$ cat src/rtl/core_v_mcu_pkg.sv
// Shared register-interface types for the MCU interconnect.
// Contents:
//   rule_t         - address-map rule: target port index plus a [start_addr, end_addr) window
//   reg_req_t      - register request (addr, write, wdata, wstrb, valid)
//   reg_rsp_t      - register response (rdata, error, ready)
//   ErrDataDefault - read data returned on any error
//   demux_state_e  - state encoding of the register demux
//   idx_width()    - bit width needed to hold a port index
package core_v_mcu_pkg;

  localparam int unsigned AddrWidth = 32;
  localparam int unsigned DataWidth = 32;

  localparam logic [DataWidth-1:0] ErrDataDefault = 32'hDEAD_BEEF;

  typedef struct packed {
    logic [31:0]          idx;
    logic [AddrWidth-1:0] start_addr;
    logic [AddrWidth-1:0] end_addr;
  } rule_t;

  typedef struct packed {
    logic [AddrWidth-1:0]   addr;
    logic                   write;
    logic [DataWidth-1:0]   wdata;
    logic [DataWidth/8-1:0] wstrb;
    logic                   valid;
  } reg_req_t;

  typedef struct packed {
    logic [DataWidth-1:0] rdata;
    logic                 error;
    logic                 ready;
  } reg_rsp_t;

  typedef enum logic [1:0] {
    IDLE = 2'd0,
    FWD  = 2'd1,
    RSP  = 2'd2
  } demux_state_e;

  // A single port still needs a 1-bit index signal.
  function automatic int unsigned idx_width(input int unsigned n);
    return (n > 1) ? $clog2(n) : 1;
  endfunction

endpackage

$ cat src/rtl/addr_decode.sv
// Combinational address decoder.
// Ports:
//   addr_i      - address to decode
//   addr_map_i  - NoRules rules, each mapping [start_addr, end_addr) to a port index
//   idx_o       - port index of the matching rule (0 when no rule matches)
//   dec_valid_o - a rule matched
//   dec_error_o - no rule matched
// Where rules overlap, the lowest-numbered rule wins. A rule whose index
// names a port that does not exist is skipped.
module addr_decode
  import core_v_mcu_pkg::*;
#(
  parameter int unsigned NoIndices = 4,
  parameter int unsigned NoRules   = 4,
  parameter type addr_t = logic [AddrWidth-1:0],
  parameter type rule_t = core_v_mcu_pkg::rule_t
) (
  input  addr_t                              addr_i,
  input  rule_t                              addr_map_i [NoRules],
  output logic [idx_width(NoIndices)-1:0]    idx_o,
  output logic                               dec_valid_o,
  output logic                               dec_error_o
);

  localparam int unsigned IdxWidth = idx_width(NoIndices);

  // Scan from the highest rule down to rule 0. A later match overwrites an
  // earlier one, so the lowest-numbered matching rule is the result.
  always_comb begin
    idx_o       = '0;
    dec_valid_o = 1'b0;
    for (int i = int'(NoRules) - 1; i >= 0; i--) begin
      if ((addr_map_i[i].idx < 32'(NoIndices)) &&
          (addr_i >= addr_map_i[i].start_addr) &&
          (addr_i <  addr_map_i[i].end_addr)) begin
        idx_o       = IdxWidth'(addr_map_i[i].idx);
        dec_valid_o = 1'b1;
      end
    end
    dec_error_o = ~dec_valid_o;
  end

endmodule

$ cat src/rtl/reg_demux_wdt.sv
// Register-interface demultiplexer with a watchdog on the downstream leg.
// Ports:
//   clk_i, rst_i     - clock; asynchronous active-high reset
//   addr_map_i       - NumRules address-map rules
//   in_req_i         - upstream request
//   in_rsp_o         - upstream response
//   out_req_o        - NumPorts downstream requests
//   out_rsp_i        - NumPorts downstream responses
//   dec_err_o        - one-cycle pulse on an unmapped access
//   timeout_o        - one-cycle pulse on a watchdog abort
//   err_cnt_o        - saturating count of decode errors and timeouts
//   last_err_addr_o  - address of the most recent error
//
// Handshake: the request is accepted in the cycle that valid is high and
// ready is high. The request stays stable from valid until ready, and ready
// is high only in the cycle that completes the transfer. The upstream side
// gets ready for exactly one cycle in RSP. On the downstream side the block
// holds valid on the selected port until that port raises ready or the
// watchdog expires.
// Only one transaction is outstanding at a time. Response data is
// registered, so a hit takes at least two cycles and a decode miss takes one.
module reg_demux_wdt
  import core_v_mcu_pkg::*;
#(
  parameter int unsigned          NumPorts      = 4,
  parameter int unsigned          NumRules      = 4,
  parameter int unsigned          TimeoutCycles = 256,
  parameter logic [DataWidth-1:0] ErrData       = ErrDataDefault,
  parameter type req_t  = core_v_mcu_pkg::reg_req_t,
  parameter type rsp_t  = core_v_mcu_pkg::reg_rsp_t,
  parameter type rule_t = core_v_mcu_pkg::rule_t
) (
  input  logic                 clk_i,
  input  logic                 rst_i,
  input  rule_t                addr_map_i [NumRules],
  input  req_t                 in_req_i,
  output rsp_t                 in_rsp_o,
  output req_t                 out_req_o [NumPorts],
  input  rsp_t                 out_rsp_i [NumPorts],
  output logic                 dec_err_o,
  output logic                 timeout_o,
  output logic [15:0]          err_cnt_o,
  output logic [AddrWidth-1:0] last_err_addr_o
);

  localparam int unsigned IdxWidth = idx_width(NumPorts);
  localparam int unsigned WdtWidth = $clog2(TimeoutCycles + 1);
  localparam logic [WdtWidth-1:0] WdtLast = WdtWidth'(TimeoutCycles - 1);

  demux_state_e          state_q, state_d;
  logic [IdxWidth-1:0]   sel_q, sel_d;
  logic [WdtWidth-1:0]   wdt_q, wdt_d;
  logic [DataWidth-1:0]  rdata_q, rdata_d;
  logic                  error_q, error_d;
  logic                  dec_err_q, dec_err_d;
  logic                  timeout_q, timeout_d;
  logic [15:0]           err_cnt_q, err_cnt_d;
  logic [AddrWidth-1:0]  last_err_addr_q, last_err_addr_d;
  logic                  err_event;

  logic [IdxWidth-1:0]   dec_idx;
  logic                  dec_valid;
  logic                  dec_error;

  addr_decode #(
    .NoIndices (NumPorts),
    .NoRules   (NumRules),
    .addr_t    (logic [AddrWidth-1:0]),
    .rule_t    (rule_t)
  ) u_addr_decode (
    .addr_i      (in_req_i.addr),
    .addr_map_i  (addr_map_i),
    .idx_o       (dec_idx),
    .dec_valid_o (dec_valid),
    .dec_error_o (dec_error)
  );

  // Next-state and registered-response logic.
  always_comb begin
    state_d         = state_q;
    sel_d           = sel_q;
    wdt_d           = wdt_q;
    rdata_d         = rdata_q;
    error_d         = error_q;
    dec_err_d       = 1'b0;
    timeout_d       = 1'b0;
    err_event       = 1'b0;
    err_cnt_d       = err_cnt_q;
    last_err_addr_d = last_err_addr_q;

    unique case (state_q)
      IDLE: begin
        if (in_req_i.valid) begin
          if (dec_valid) begin
            sel_d   = dec_idx;
            wdt_d   = '0;
            state_d = FWD;
          end else if (dec_error) begin
            rdata_d   = ErrData;
            error_d   = 1'b1;
            dec_err_d = 1'b1;
            err_event = 1'b1;
            state_d   = RSP;
          end
        end
      end
      FWD: begin
        wdt_d = wdt_q + WdtWidth'(1);
        // A downstream ready in the last watchdog cycle still completes
        // the transfer normally.
        if (out_rsp_i[sel_q].ready) begin
          rdata_d = out_rsp_i[sel_q].rdata;
          error_d = out_rsp_i[sel_q].error;
          state_d = RSP;
        end else if (wdt_q == WdtLast) begin
          rdata_d   = ErrData;
          error_d   = 1'b1;
          timeout_d = 1'b1;
          err_event = 1'b1;
          state_d   = RSP;
        end
      end
      RSP: begin
        state_d = IDLE;
      end
      default: begin
        state_d = IDLE;
      end
    endcase

    if (err_event) begin
      err_cnt_d       = (err_cnt_q == 16'hFFFF) ? err_cnt_q : err_cnt_q + 16'd1;
      last_err_addr_d = in_req_i.addr;
    end
  end

  always_ff @(posedge clk_i or posedge rst_i) begin
    if (rst_i) begin
      state_q         <= IDLE;
      sel_q           <= '0;
      wdt_q           <= '0;
      rdata_q         <= '0;
      error_q         <= 1'b0;
      dec_err_q       <= 1'b0;
      timeout_q       <= 1'b0;
      err_cnt_q       <= '0;
      last_err_addr_q <= '0;
    end else begin
      state_q         <= state_d;
      sel_q           <= sel_d;
      wdt_q           <= wdt_d;
      rdata_q         <= rdata_d;
      error_q         <= error_d;
      dec_err_q       <= dec_err_d;
      timeout_q       <= timeout_d;
      err_cnt_q       <= err_cnt_d;
      last_err_addr_q <= last_err_addr_d;
    end
  end

  // Downstream valid depends only on the state. Leaving FWD, including
  // through reset, drops it at once, and a late ready from a port is not
  // looked at outside FWD.
  always_comb begin
    in_rsp_o = '0;
    if (state_q == RSP) begin
      in_rsp_o.ready = 1'b1;
      in_rsp_o.rdata = rdata_q;
      in_rsp_o.error = error_q;
    end
    for (int unsigned p = 0; p < NumPorts; p++) begin
      out_req_o[p] = '0;
      if ((state_q == FWD) && (sel_q == IdxWidth'(p))) begin
        out_req_o[p]       = in_req_i;
        out_req_o[p].valid = 1'b1;
      end
    end
  end

  assign dec_err_o       = dec_err_q;
  assign timeout_o       = timeout_q;
  assign err_cnt_o       = err_cnt_q;
  assign last_err_addr_o = last_err_addr_q;

endmodule
$ cat config.mk
export PLATFORM = sky130hd
export DESIGN_NAME = reg_demux_wdt
export DESIGN_NICKNAME = d
export VERILOG_FILES = /design/src/rtl/core_v_mcu_pkg.sv /design/src/rtl/addr_decode.sv /design/src/rtl/reg_demux_wdt.sv
export SDC_FILE = /design/constraint.sdc
export NUM_CORES = 1
export LEC_CHECK = 0
export CORE_AREA = 2 2 373 375
export DETAILED_ROUTE_END_ITERATION = 10
export DIE_AREA = 0 0 375 377
export PLACE_DENSITY = 0.36
export SETUP_SLACK_MARGIN = 0.02
export SYNTH_ARGS = -nofsm -noshare
export SYNTH_HDL_FRONTEND = slang
export SYNTH_SLANG_ARGS = --single-unit
$ cat constraint.sdc
create_clock -name clk_i -period 3.9 [get_ports clk_i]
set_input_delay 0.39 -clock clk_i [delete_from_list [all_inputs] [get_ports clk_i]]
set_output_delay 0.39 -clock clk_i [all_outputs]
set_load 0.02 [all_outputs]
After elaboration in Yosys (flattened, before gate mapping). Cells that the tools add are included.

Word-level logic and storage cells: 98. Output and inout port bits: 364. Bits of input ports: 592. Register bits: 96.

Eq/ne operators: 11. Reductions and logical operators: 20. Add/sub/neg operators: 2. Bitwise operators: 2. Muxes and demuxes: 41. Magnitude comparators: 13.

Operators with widths (count): 2-to-1 mux 70 bit (4); >= comparator 32 bit (4); less-than comparator 32 x 3 -> 1 bit, second input constant (4); less-than comparator 32 bit (4); 2-to-1 mux 32 bit (4); 2-to-1 mux 34 bit (3); binary-select mux 34 bit (select 2 bit) (1); case mux 32 bit (2 select lines) (1); 2-to-1 mux 9 bit (2); case mux 9 bit (2 select lines) (1); adder 16 x 1 -> 16 bit, second input constant (1); == test 16 bit, second input constant (1); 2-to-1 mux 2 bit (8); 2-to-1 mux 1 bit (14); logical AND 1 bit (12); adder 9 x 1 -> 9 bit, second input constant (1); == test 9 x 8 -> 1 bit, second input constant (1); == test 2 bit, second input constant (3); inequality test 2 bit, second input constant (3); AND reduction 3 bit (2); == test 2 x 1 -> 1 bit, second input constant (2); zero test 2 bit (2); case mux 1 bit (2 select lines) (2); case mux 2 bit (2 select lines) (1); other kinds (7) (8).

Longest topological paths before layout.
Depth in word-level cells: 11. Gate-level depth with buffers: 13. Gate-level depth less buffers: 11.

By module. From an unflattened synthesis, not the netlist that was laid out.

Cell total of the unflattened synthesis: 1684. Area, all modules: 13492.9 um^2.

By module, submodules not included: reg_demux_wdt (area each 6859.1 um^2, times used 1, seq. area each 2402.3 um^2, cells each 744); addr_decode (area each 6633.9 um^2, times used 1, seq. area each 0.0 um^2, cells each 940).

Worst setup path before layout. No wires, ideal clock.

Path kind: in2reg. From: input port addr_map_i[335] (netlist name). To: register last_err_addr_q[10] (netlist: last_err_addr_o[10]). Arrival time: 2.890 ns. Path slack: 0.885 ns. Data required time: 3.775 ns. Path buffers: 2. Setup time: 0.125 ns. Cell stages on the path: 12. Cells stage by stage: inv_1 > ha_1 > a21oi_1 > o21ai_0 > a2111o_1 > o311ai_1 > a211oi_1 > a32oi_1 > a31o_1 > buf_6 > buf_6 > mux2_4.

Word-level cells in the longest chain between the ends: 7.

Ends and longest elaborated chain: from (decl) (line reg_demux_wdt.sv:35) `input rule_t addr_map_i [NumRules],`; >= comparator 32 bit (line addr_decode.sv:34) `(addr_i >= addr_map_i[i].start_addr) &&`; logical AND 1 bit (line addr_decode.sv:33) `if ((addr_map_i[i].idx < 32'(NoIndices)) &&`; logical AND 1 bit (line addr_decode.sv:34); 2-to-1 mux 1 bit (line addr_decode.sv:33); 2-to-1 mux 1 bit (line reg_demux_wdt.sv:94) `if (dec_valid) begin`; 2-to-1 mux 1 bit (line reg_demux_wdt.sv:93) `if (in_req_i.valid) begin`; case mux 1 bit (2 select lines) (line reg_demux_wdt.sv:91) `unique case (state_q)`; to (signal assigned) (line reg_demux_wdt.sv:157) `last_err_addr_q <= last_err_addr_d;`; to (decl) (line reg_demux_wdt.sv:58) `logic [AddrWidth-1:0] last_err_addr_q, last_err_addr_d;`.

Every way passes these cells. A chain may end at the register's enable or synchronous reset.

Worst setup path after layout.
From: input port in_req_i[49] (netlist name). To: register last_err_addr_q[3] (netlist: last_err_addr_o[3]).

Word-level cells in the longest chain between the ends: 10. Elaborated cells between the ends (all ways): 23. Classes of those cells: order compare: 8; mux: 7; reduce/logical: 8.

Ends and longest elaborated chain: from (decl) (line reg_demux_wdt.sv:36) `input req_t in_req_i,`; >= comparator 32 bit (line addr_decode.sv:34); logical AND 1 bit (line addr_decode.sv:33); logical AND 1 bit (line addr_decode.sv:34); 2-to-1 mux 1 bit (3 in a row) (line addr_decode.sv:33); 2-to-1 mux 1 bit * (line addr_decode.sv:33); 2-to-1 mux 1 bit * (line reg_demux_wdt.sv:94); 2-to-1 mux 1 bit * (line reg_demux_wdt.sv:93); case mux 1 bit (2 select lines) * (line reg_demux_wdt.sv:91).

Every way passes the cells marked *; elsewhere a longest branch is shown, timed or not.

==> metrics.json <==
{
  "run_status": {
    "result_of_the_run": "finished, final reports clean"
  },
  "synth": {
    "syn_area_per_cell_um2": 8.295,
    "synth_cell_type_count": 62,
    "synth_enable_flop_cells": 0,
    "netlist_area_mm2": 0.01341,
    "yosysTopAreaCell": "ha_1",
    "yosysWarningCount": 0,
    "post-synth-top-area-fraction": 0.2379,
    "asyncSetResetFlopFracSynth": 1.000,
    "share_of_the_yosys_chip_area_belonging_to_registers": 0.1791,
    "syn-num-nets": 2464,
    "yosys_reg_bits": 96,
    "synthFlopType": "dfrtp_1",
    "synth.top_cells.by_area": "ha_1 (24%), dfrtp_1 (18%), and2_1 (14%)",
    "netlist_instances": 1617
  },
  "clocking": {
    "tritoncts": "yes",
    "clock_path_buffers": 2,
    "tritoncts_buffers": 9,
    "postCtsHoldBufs": 0,
    "root_buffer": "clkbuf_16",
    "htree_levels": 3,
    "clk_pin_slew_worst_paths_ns": 0.09,
    "clock_latency_ns": 0.40,
    "clock-sinks": 96
  },
  "worst_setup_path": {
    "start_kind": "input pin",
    "crit_fanout": 17,
    "critical_path.endpoint_type": "register",
    "cp.arrival_ns": 4.06,
    "critical_path_class": "input pin to register",
    "timing.critical_path.required_ns": 4.17
  },
  "global_routing": {
    "gr-usage-all-layers": 0.1507,
    "total_global_routing_overflow": 0,
    "grt_first_pass_wirelength_mm": 146.3,
    "antenna_violations_before_repair": 37,
    "first_global_vias": 16900,
    "pin_count_of_the_biggest_net_entering_global_routing": 60
  },
  "finish": {
    "layout-area-overhead-vs-synth_pct": 104.8,
    "num-fill-cells": 15380,
    "multi_input_comb_area_mm2": 0.01008,
    "drive_above_1_share": 0.1213,
    "layout.core_utilization": 0.2006,
    "final_cell_mix": "clkdlybuf4s50_1 (945), and2_1 (309), inv_1 (265), ha_1 (252), buf_4 (166)",
    "ff_latch_area_mm2": 0.002405,
    "final_common_cell": "clkdlybuf4s50_1",
    "fin_nets": 3570
  },
  "place": {
    "io_buffer_count": 955,
    "dp_hpwl_mm": 97.45,
    "dpl_worst_slack_ns": -1.172,
    "routabilityCongestion": 0.8552
  },
  "timing": {
    "hold_viol": 0,
    "fmaxAchievable_mhz": 263.8,
    "setup_viol_count_final": 0,
    "finalHoldWorstSlack_ns": 0.4358,
    "maxSlewHeadroom": 0.5520,
    "layout_worst_path_cycle_share": 0.9718,
    "post-route-min-period_ns": 3.790,
    "rsz0062_at_grt": "no",
    "timing.clock.skew_ns": 0.01881,
    "final_worst_slack_ns": 0.1098,
    "drv_slew": 0,
    "tightest_slew_ns": 0.6650
  },
  "pwr": {
    "internal-power_w": 0.002863,
    "p_seq_frac": 0.253,
    "worst_ir_drop_vdd_uv": 167.4,
    "power_per_cell_area_mw_per_mm2": 167.3,
    "sw_frac_of_total": 0.3771,
    "clock_power_share": 0.233,
    "switching_power_w": 0.001733,
    "power.combinational.fraction": 0.514,
    "total_leakage_power_nw": 11.74
  },
  "detailed_routing": {
    "detail_route.first_pass.iterations": 5,
    "ant_nets": 0,
    "drt_wl_total_mm": 110.5,
    "post_detailed_route_drc_marker_count": 0,
    "routed_wire_length_per_instance_um": 24.38,
    "via_count": 16280,
    "number_of_vias_per_cell_after_detailed_routing": 3.591,
    "initialDrtViolationCount": 694
  },
  "worst_hold_path": {
    "worstHoldPathType": "input pin to async pin"
  },
  "floorplan": {
    "rows": 136,
    "num_io_pins": 956,
    "initial_core_util": 0.09792,
    "die_width_um": 375,
    "die_area_mm2": 0.1414,
    "design.core.area_mm2": 0.1370,
    "die_h_um": 377
  },
  "run": {
    "max_cap_violations": 0
  }
}
[cells by family after synthesis]
family          after synthesis  share of synthesized area
fa+ha+maj                   255                     0.2379
compound gates              258                     0.1292
mux                          70                    0.09207
xor+xnor                     14                   0.009141
simple gates                604                     0.2609
buf+inv                     320                    0.09170
flops                        96                     0.1791
[area by class of cell]
cell class	count	share of cell area
antenna	11	0.001002
clock inverter	7	0.003552
multi-input combinational	1201	0.3670
timing repair buffer	1149	0.4145
tap	1794	0.08170
inverter	266	0.03652
sequential	96	0.08753
clock buffer	9	0.008197
[worst paths after layout]
kind / depth (start not counted) / slack [ns] / from / to
max in group asynchronous: 3 / 2.63 / rst_i / rdata_q[19]
max: 15 / 0.11 / in_req_i[49] / last_err_addr_o[3]
min: 2 / 0.44 / rst_i / rdata_q[22]
max reg2reg: 6 / 0.99 / sel_q[0] / last_err_addr_o[30]
min reg2reg: 1 / 0.49 / err_cnt_o[15] / err_cnt_o[15]
min in group clk_i: 1 / 0.49 / err_cnt_o[15] / err_cnt_o[15]
[sequential cells by signal (all words and copies together) (netlist names)]
register	count
rdata_q	32
wdt_q	9
timeout_o	1
sel_q	2
state_q	2
error_q	1
err_cnt_o	16
dec_err_o	1
last_err_addr_o	32
[metrics by stage]
stage	TNS (ns)	total power, W	area [um2]	cells
after floorplan	0	0.001948	13410	1617
after global placement	-93.38	0.003527	26690	4494
after detailed placement	-96.85	0.003525	26690	4494
after CTS	0	0.004711	27290	4516
after global routing	0	0.004923	27450	4525
final	0	0.004596	27470	4533
[synth_stat cells, drive strengths merged (20+ instances only)]
library cell / instances
a21o: 28
a21oi: 86
and2: 310
and3: 20
clkbuf: 42
dfrtp: 96
ha: 255
inv: 266
mux2: 36
mux4: 34
nand2: 62
nand3: 37
nand4: 47
nor2: 38
nor4: 32
o21ai: 44
o22a: 25
[metal layers]
layer	vias up	global-route usage	wire, um
met3	58	0.03993	7287
met2	558	0.2624	53690
met1	7771	0.1897	48450
met5	-	0	146
li1	7864	-	-
met4	26	0.01932	957
[power groups by stage]
stage / logic (W) / registers [W] / clock network [W]
finish: 0.00236 / 0.00116 / 0.00107
global route: 0.00258 / 0.00118 / 0.00116
CTS: 0.00240 / 0.00117 / 0.00115
detailed placement: 0.00234 / 0.00119 / 0
global placement: 0.00234 / 0.00119 / 0
floorplan: 0.000688 / 0.00126 / 0
[critical path: stages]
cell,delay [ns]
clkdlybuf4s50_1,0.40
buf_4,0.15
buf_4,0.17
ha_1,0.35
nand4_1,0.19
nor4_2,0.53
o311ai_2,0.12
buf_4,0.18
a211oi_2,0.40
a32oi_4,0.12
buf_6,0.15
a31o_4,0.26
buf_4,0.16
buf_12,0.15
mux2_4,0.29
[timing repair]
| item | 4_1_cts | 5_1_grt |
|---|---|---|
| pin swaps | 10 | 11 |
| resized for setup | 31 | 21 |
| cloned | 2 | 1 |
| setup endpoints to repair | 95 | 73 |
| buffers inserted | 4 | 5 |
(Power assumes the default switching activity.)
==> variant 1 (config.mk and constraints unchanged) <==
`TimeoutCycles`: 256 -> 512.
--- a/src/rtl/reg_demux_wdt.sv
+++ b/src/rtl/reg_demux_wdt.sv
@@ -25,5 +25,5 @@
   parameter int unsigned          NumPorts      = 4,
   parameter int unsigned          NumRules      = 4,
-  parameter int unsigned          TimeoutCycles = 256,
+  parameter int unsigned          TimeoutCycles = 512,
   parameter logic [DataWidth-1:0] ErrData       = ErrDataDefault,
   parameter type req_t  = core_v_mcu_pkg::reg_req_t,
Formal check against the unedited RTL: same outputs for any inputs over 4 cycles, from zero or initial values and one cycle with rst_i high; that may be too few to reach the edited logic, so the function may still have changed.
==> variant 1 against the unedited design <==
Non-clock buffer count fell by 50; count of clock-buffer cells in the layout is the same; total power rose by 0.37%; wire length shrank 0.29%; via count decreased by 1.1%; sequential cell count is 1 higher; design area fell by 2.6%; setup slack better by 0.12 ns; global-route usage is essentially flat; critical endpoint is now err_cnt_o[1]$_DFFE_PP0P_; synthesized area grew 0.53%.
==> variant 1: results (changes against the unedited design) <==
{| class="wikitable"
! Metric !! Value
|-
| Setup repair bufs after CTS || 0 (was 4)
|-
| Vias in the first global route || 17000 (was 16900)
|-
| Unique masters post-synth || 70 (was 62)
|-
| Fraction of final layout cells with drive strength greater than 1 || 10.1% (was 12.1%)
|-
| Count of endpoints failing hold in the final timing report || 0 (unchanged)
|-
| Worst slack at placement || -0.692 ns (was -1.17 ns)
|-
| Number of H-tree levels || 3 (unchanged)
|-
| Maximum number of pins on one net before global-route repair || 57 (was 60)
|-
| Total net switching power || 0.00178 W (was 0.00173 W)
|-
| Worst min path class || reg2reg (was in2async)
|-
| Max-slew headroom at the worst pin || 43.5% (was 55.2%)
|-
| Initial antenna violation count || 53 (was 37)
|-
| Cell family with most CP delay || buffers and inverters (unchanged)
|-
| Cell types with the largest area share after synthesis || ha_1 (24%), dfrtp_1 (18%), and2_1 (14%), inv_1 (7.6%), mux4_2 (5.7%) (was ha_1 (24%), dfrtp_1 (18%), and2_1 (14%), inv_1 (7.4%), mux4_2 (5.7%))
|-
| Clock root buffer || clkbuf_16 (unchanged)
|-
| Syn nets || 2491 (was 2464)
|-
| Weighted congestion reported at the end of routability-driven placement || 0.840 (was 0.855)
|-
| GRT Total Usage || 15.1% (about the same)
|-
| Filler Cell Count || 15300 (was 15400)
|-
| Number of optimization iterations in the first detailed-route pass || 4 (was 5)
|-
| Total routed wirelength || 110000 µm (was 111000 µm)
|-
| Worst-case vdd ir drop || 0.165 mV (was 0.167 mV)
|-
| Clock transition at path regs || 0.08 ns
|-
| CP max stage delay || 0.52 ns
|-
| Largest clock skew in the final design || 0.0136 ns (was 0.0188 ns)
|-
| Slowest cell on the critical path || clkdlybuf4s50_1 (was nor4_2)
|-
| Detailed Place HPWL || 97000 µm (was 97500 µm)
|-
| Inserted Clock Buffers || 9 (unchanged)
|-
| Run status || complete, no violations (unchanged)
|-
| Hold_buf cts || 0 (unchanged)
|-
| Starting DRT DRC Count || 752 (was 694)
|-
| Clock Tree Buf Depth || 2 (unchanged)
|-
| Vias per Instance || 3.57 (was 3.59)
|-
| Clock latency on the worst-skew pair || 0.40 ns (about the same)
|-
| Total number of yosys warnings || 0 (unchanged)
|-
| Most common library cells after synthesis || and2_1 (307), inv_1 (273), ha_1 (254) (was and2_1 (309), inv_1 (266), ha_1 (255))
|-
| Wire length of the first global-routing pass || 146000 µm (about the same)
|-
| Buffers added on ports || 955 (unchanged)
|-
| Critical path data arrival time || 3.97 ns (was 4.06 ns)
|-
| Leakage || 11.3 nW (was 11.7 nW)
|-
| Most used flip-flop cell after synthesis || dfrtp_1 (unchanged)
|-
| Proportion of synthesized flip-flops having asynchronous set or reset || 100% (unchanged)
|-
| Proportion of synthesized chip area in sequential cells || 18.0% (was 17.9%)
|-
| Crit Path Max Fanout || 23 (was 17)
|-
| Post-layout nets || 3545 (was 3570)
|}
==> variant 1: final cells by class <==
type,count,area [µm²],share of cell area (%)
Inverter,273,1030,3.84
Clock inverter,7,76.3,0.285
Multi-Input combinational cell,1219,9880,36.9
Timing Repair Buffer,1099,10800,40.5
Clock buffer,9,225,0.842
Antenna cell,16,40.0,0.150
Sequential cell,97,2430,9.08
Tap cell,1794,2240,8.39
==> variant 1: worst paths after layout <==
| kind | startpoint | end | slack [ns] | depth (start not counted) |
|---|---|---|---|---|
| worst max-delay path | in_req_i[59] | err_cnt_o[1]$_DFFE_PP0P_ | 0.23 | 14 |
| worst min register to register | error_q$_DFFE_PP0P_ | error_q$_DFFE_PP0P_ | 0.49 | 1 |
| worst max register to register | sel_q[1]$_DFFE_PP0P_ | err_cnt_o[11]$_DFFE_PP0P_ | 0.98 | 9 |
| min in group asynchronous | rst_i | last_err_addr_o[12]$_DFFE_PP0P_ | 0.52 | 2 |
| max in group asynchronous | rst_i | last_err_addr_o[24]$_DFFE_PP0P_ | 2.54 | 3 |
| worst min-delay path | error_q$_DFFE_PP0P_ | error_q$_DFFE_PP0P_ | 0.49 | 1 |
==> variant 1: worst register-to-register path: stages, from the launching register on <==
cell and delay [ns]:
dfrtp_2 0.76, mux4_2 0.56, nor2_1 0.17, nor4b_1 0.24, buf_4 0.19, a31oi_4 0.05, buf_12 0.21, buf_4 0.19
nor4b_2 0.29, xor2_1 0.18
==> variant 1: kinds of logic after synthesis <==
logic type | Yosys count | share of synthesized area, %
AO/OA/AOI/OAI | 254 | 12.7
adder cells (fa/ha/maj) | 254 | 23.6
flip-flops | 97 | 18.0
XOR/XNOR | 17 | 1.10
AND/OR/NAND/NOR | 625 | 26.7
multiplexers | 69 | 8.59
buffers and inverters | 329 | 9.37
==> variant 1: layer usage <==
metal	share of wire (%)	track usage (%)
met1	43	18.8
met5	0.17	0
met2	48	26.1
met4	1.3	2.26
met3	7.1	4.31
==> variant 1: timing repair <==
action	CTS	global route
resized for setup	3	7
pin swaps	0	2
endpoints found under the setup margin	92	77
==> variant 1: stage by stage <==
stage	hold WS, ns	power, W	instances	area (µm²)
2_1_floorplan	0.452	0.00205	1645	13500
3_3_place_gp	0.463	0.00365	4482	26400
3_5_place_dp	0.475	0.00365	4482	26400
4_1_cts	0.494	0.00472	4498	26700
5_1_grt	0.517	0.00493	4499	26700
6_report	0.495	0.00461	4514	26800
==> variant 1: power groups by stage <==
stage          registers [W]  clock network [W]  logic [W]
3_3_place_gp         0.00125                  0    0.00240
5_1_grt              0.00125            0.00111    0.00258
6_report             0.00124            0.00102    0.00235
2_1_floorplan        0.00135                  0   0.000699
4_1_cts              0.00123            0.00107    0.00241
3_5_place_dp         0.00125                  0    0.00240
==> variant 2 (same settings) <==
Without the edit above. Make the reset (`rst_i`) synchronous in one clocked block. Comments in the files are not updated.
--- a/src/rtl/reg_demux_wdt.sv
+++ b/src/rtl/reg_demux_wdt.sv
@@ -135,5 +135,5 @@
   end
 
-  always_ff @(posedge clk_i or posedge rst_i) begin
+  always_ff @(posedge clk_i) begin
     if (rst_i) begin
       state_q         <= IDLE;
Behaviour: differs if rst_i is asserted again (counterexample within 4 cycles, from zero or initial values and one cycle with rst_i high); with rst_i held inactive, the same outputs for 4 cycles.
==> variant 2 against the unedited design <==
Sequential cell count unchanged; largest power group unchanged; total power fell by 15%; synthesized area fell by 0.65%; design area decreased by 2.0%; wire length fell by 4.8%; setup slack improved by 0.079 ns; non-clock buffer count is 29 lower; critical path type unchanged.
==> variant 2: results (changes against the unedited design) <==
{| class="wikitable"
! Metric !! Value
|-
| CP Capture Point || err_cnt_o[4]$_SDFFE_PP0P_ (was last_err_addr_o[3]$_DFFE_PP0P_)
|-
| Fraction of final layout cells with drive strength greater than 1 || 8.71% (was 12.1%)
|-
| Syn nets || 2600 (was 2464)
|-
| Unique masters post-synth || 70 (was 62)
|-
| Run status || complete, no violations (unchanged)
|-
| Path depth of the worst reg2reg path || 7 (was 6)
|-
| Most used flip-flop cell after synthesis || dfxtp_1 (was dfrtp_1)
|-
| GRT Total Usage || 14.3% (was 15.1%)
|-
| Total routed wirelength || 105000 µm (was 111000 µm)
|-
| Proportion of synthesized flip-flops having asynchronous set or reset || 0% (was 100%)
|-
| Count of instances resized after the clock tree is built || 6 (was 31)
|-
| Leakage || 11.4 nW (was 11.7 nW)
|-
| Post-layout minimum cycle time || 3.71 ns (was 3.79 ns)
|-
| Worst reg2reg endpoint || err_cnt_o[9]$_SDFFE_PP0P_ (was last_err_addr_o[30]$_DFFE_PP0P_)
|-
| Post-layout nets || 3665 (was 3570)
|-
| Weighted congestion reported at the end of routability-driven placement || 0.784 (was 0.855)
|-
| Worst min path class || in2reg (was in2async)
|-
| Number of standard cells in the final layout excluding fillers || 4628 (was 4533)
|-
| Number of optimization iterations in the first detailed-route pass || 4 (was 5)
|-
| Setup repair bufs after CTS || 0 (was 4)
|-
| Post-Route Hold Slack || 0.422 ns (was 0.436 ns)
|-
| Starting DRT DRC Count || 546 (was 694)
|-
| Proportion of synthesized chip area in sequential cells || 14.4% (was 17.9%)
|-
| Initial antenna violation count || 55 (was 37)
|-
| Minimum setup slack among reg-to-reg paths || 1.28 ns (was 0.99 ns)
|-
| Critical path data arrival time || 4.00 ns (was 4.06 ns)
|-
| Largest clock skew in the final design || 0.0208 ns (was 0.0188 ns)
|-
| Most common library cells after synthesis || and2_1 (307), inv_1 (283), ha_1 (255) (was and2_1 (309), inv_1 (266), ha_1 (255))
|-
| Total via count after detailed routing || 16400 (was 16300)
|-
| Launch instance of the worst register-to-register path || sel_q[0]$_SDFFE_PP0P_ (was sel_q[0]$_DFFE_PP0P_)
|-
| Filler Cell Count || 15400 (about the same)
|-
| Number of instances in the synthesized netlist || 1753 (was 1617)
|-
| Worst slack at placement || -0.624 ns (was -1.17 ns)
|-
| Maximum number of pins on one net before global-route repair || 75 (was 60)
|}
variant 2: cell types whose count changed after synthesis, moves of 18 or more:
cell	unedited run	this run
dfrtp_1	96	0
a211oi_1	11	42
o22a_1	25	0
dfxtp_1	0	96
nor2_1	38	107
mux2i_1	0	35
mux2_2	19	1
nand2_1	62	87
variant 2: layer usage:
metal  track usage [%]  vias to the layer above  wire length, µm
met5                 0                        -              370
met4              1.16                       56              543
met3              4.29                       99             6940
met2              26.0                      497            53300
met1              17.0                     7583            44100
li1                  -                     8167                -
variant 2: logic make-up after synthesis:
group / after synthesis / share of synthesized area (%)
AND/OR/NAND/NOR: 698 / 29.2
buffers and inverters: 349 / 10.1
AO/OA/AOI/OAI: 277 / 13.3
adder cells (fa/ha/maj): 255 / 23.9
flip-flops: 96 / 14.4
multiplexers: 72 / 8.63
XOR/XNOR: 6 / 0.394
variant 2: worst max-delay path: stages:
cell	delay, ns
clkdlybuf4s50_1	0.43
buf_4	0.16
buf_4	0.21
ha_1	0.32
nand4_1	0.13
or4_4	0.58
buf_4	0.19
a211oi_4	0.25
buf_6	0.16
o21ba_2	0.16
a211oi_2	0.11
a21boi_4	0.24
buf_12	0.17
and3b_1	0.19
mux2_1	0.30
variant 2: area by class of cell:
type / count / area (µm²) / area share, %
diodes: 11 / 27.5 / 0.102
flip-flops and latches: 96 / 1920 / 7.15
inverters: 283 / 1060 / 3.95
multi-input cells: 1308 / 10200 / 37.7
well taps: 1794 / 2240 / 8.34
repair buffers: 1120 / 11200 / 41.6
clock buffers: 10 / 239 / 0.888
clock inverters: 6 / 75.1 / 0.279
variant 2: power by group:
| group | switching [W] | leakage, nW | internal [W] |
|---|---|---|---|
| registers | 0.0000265 | 0.788 | 0.00102 |
| clock network | 0.000499 | 0.151 | 0.000525 |
| logic | 0.000816 | 10.4 | 0.00103 |
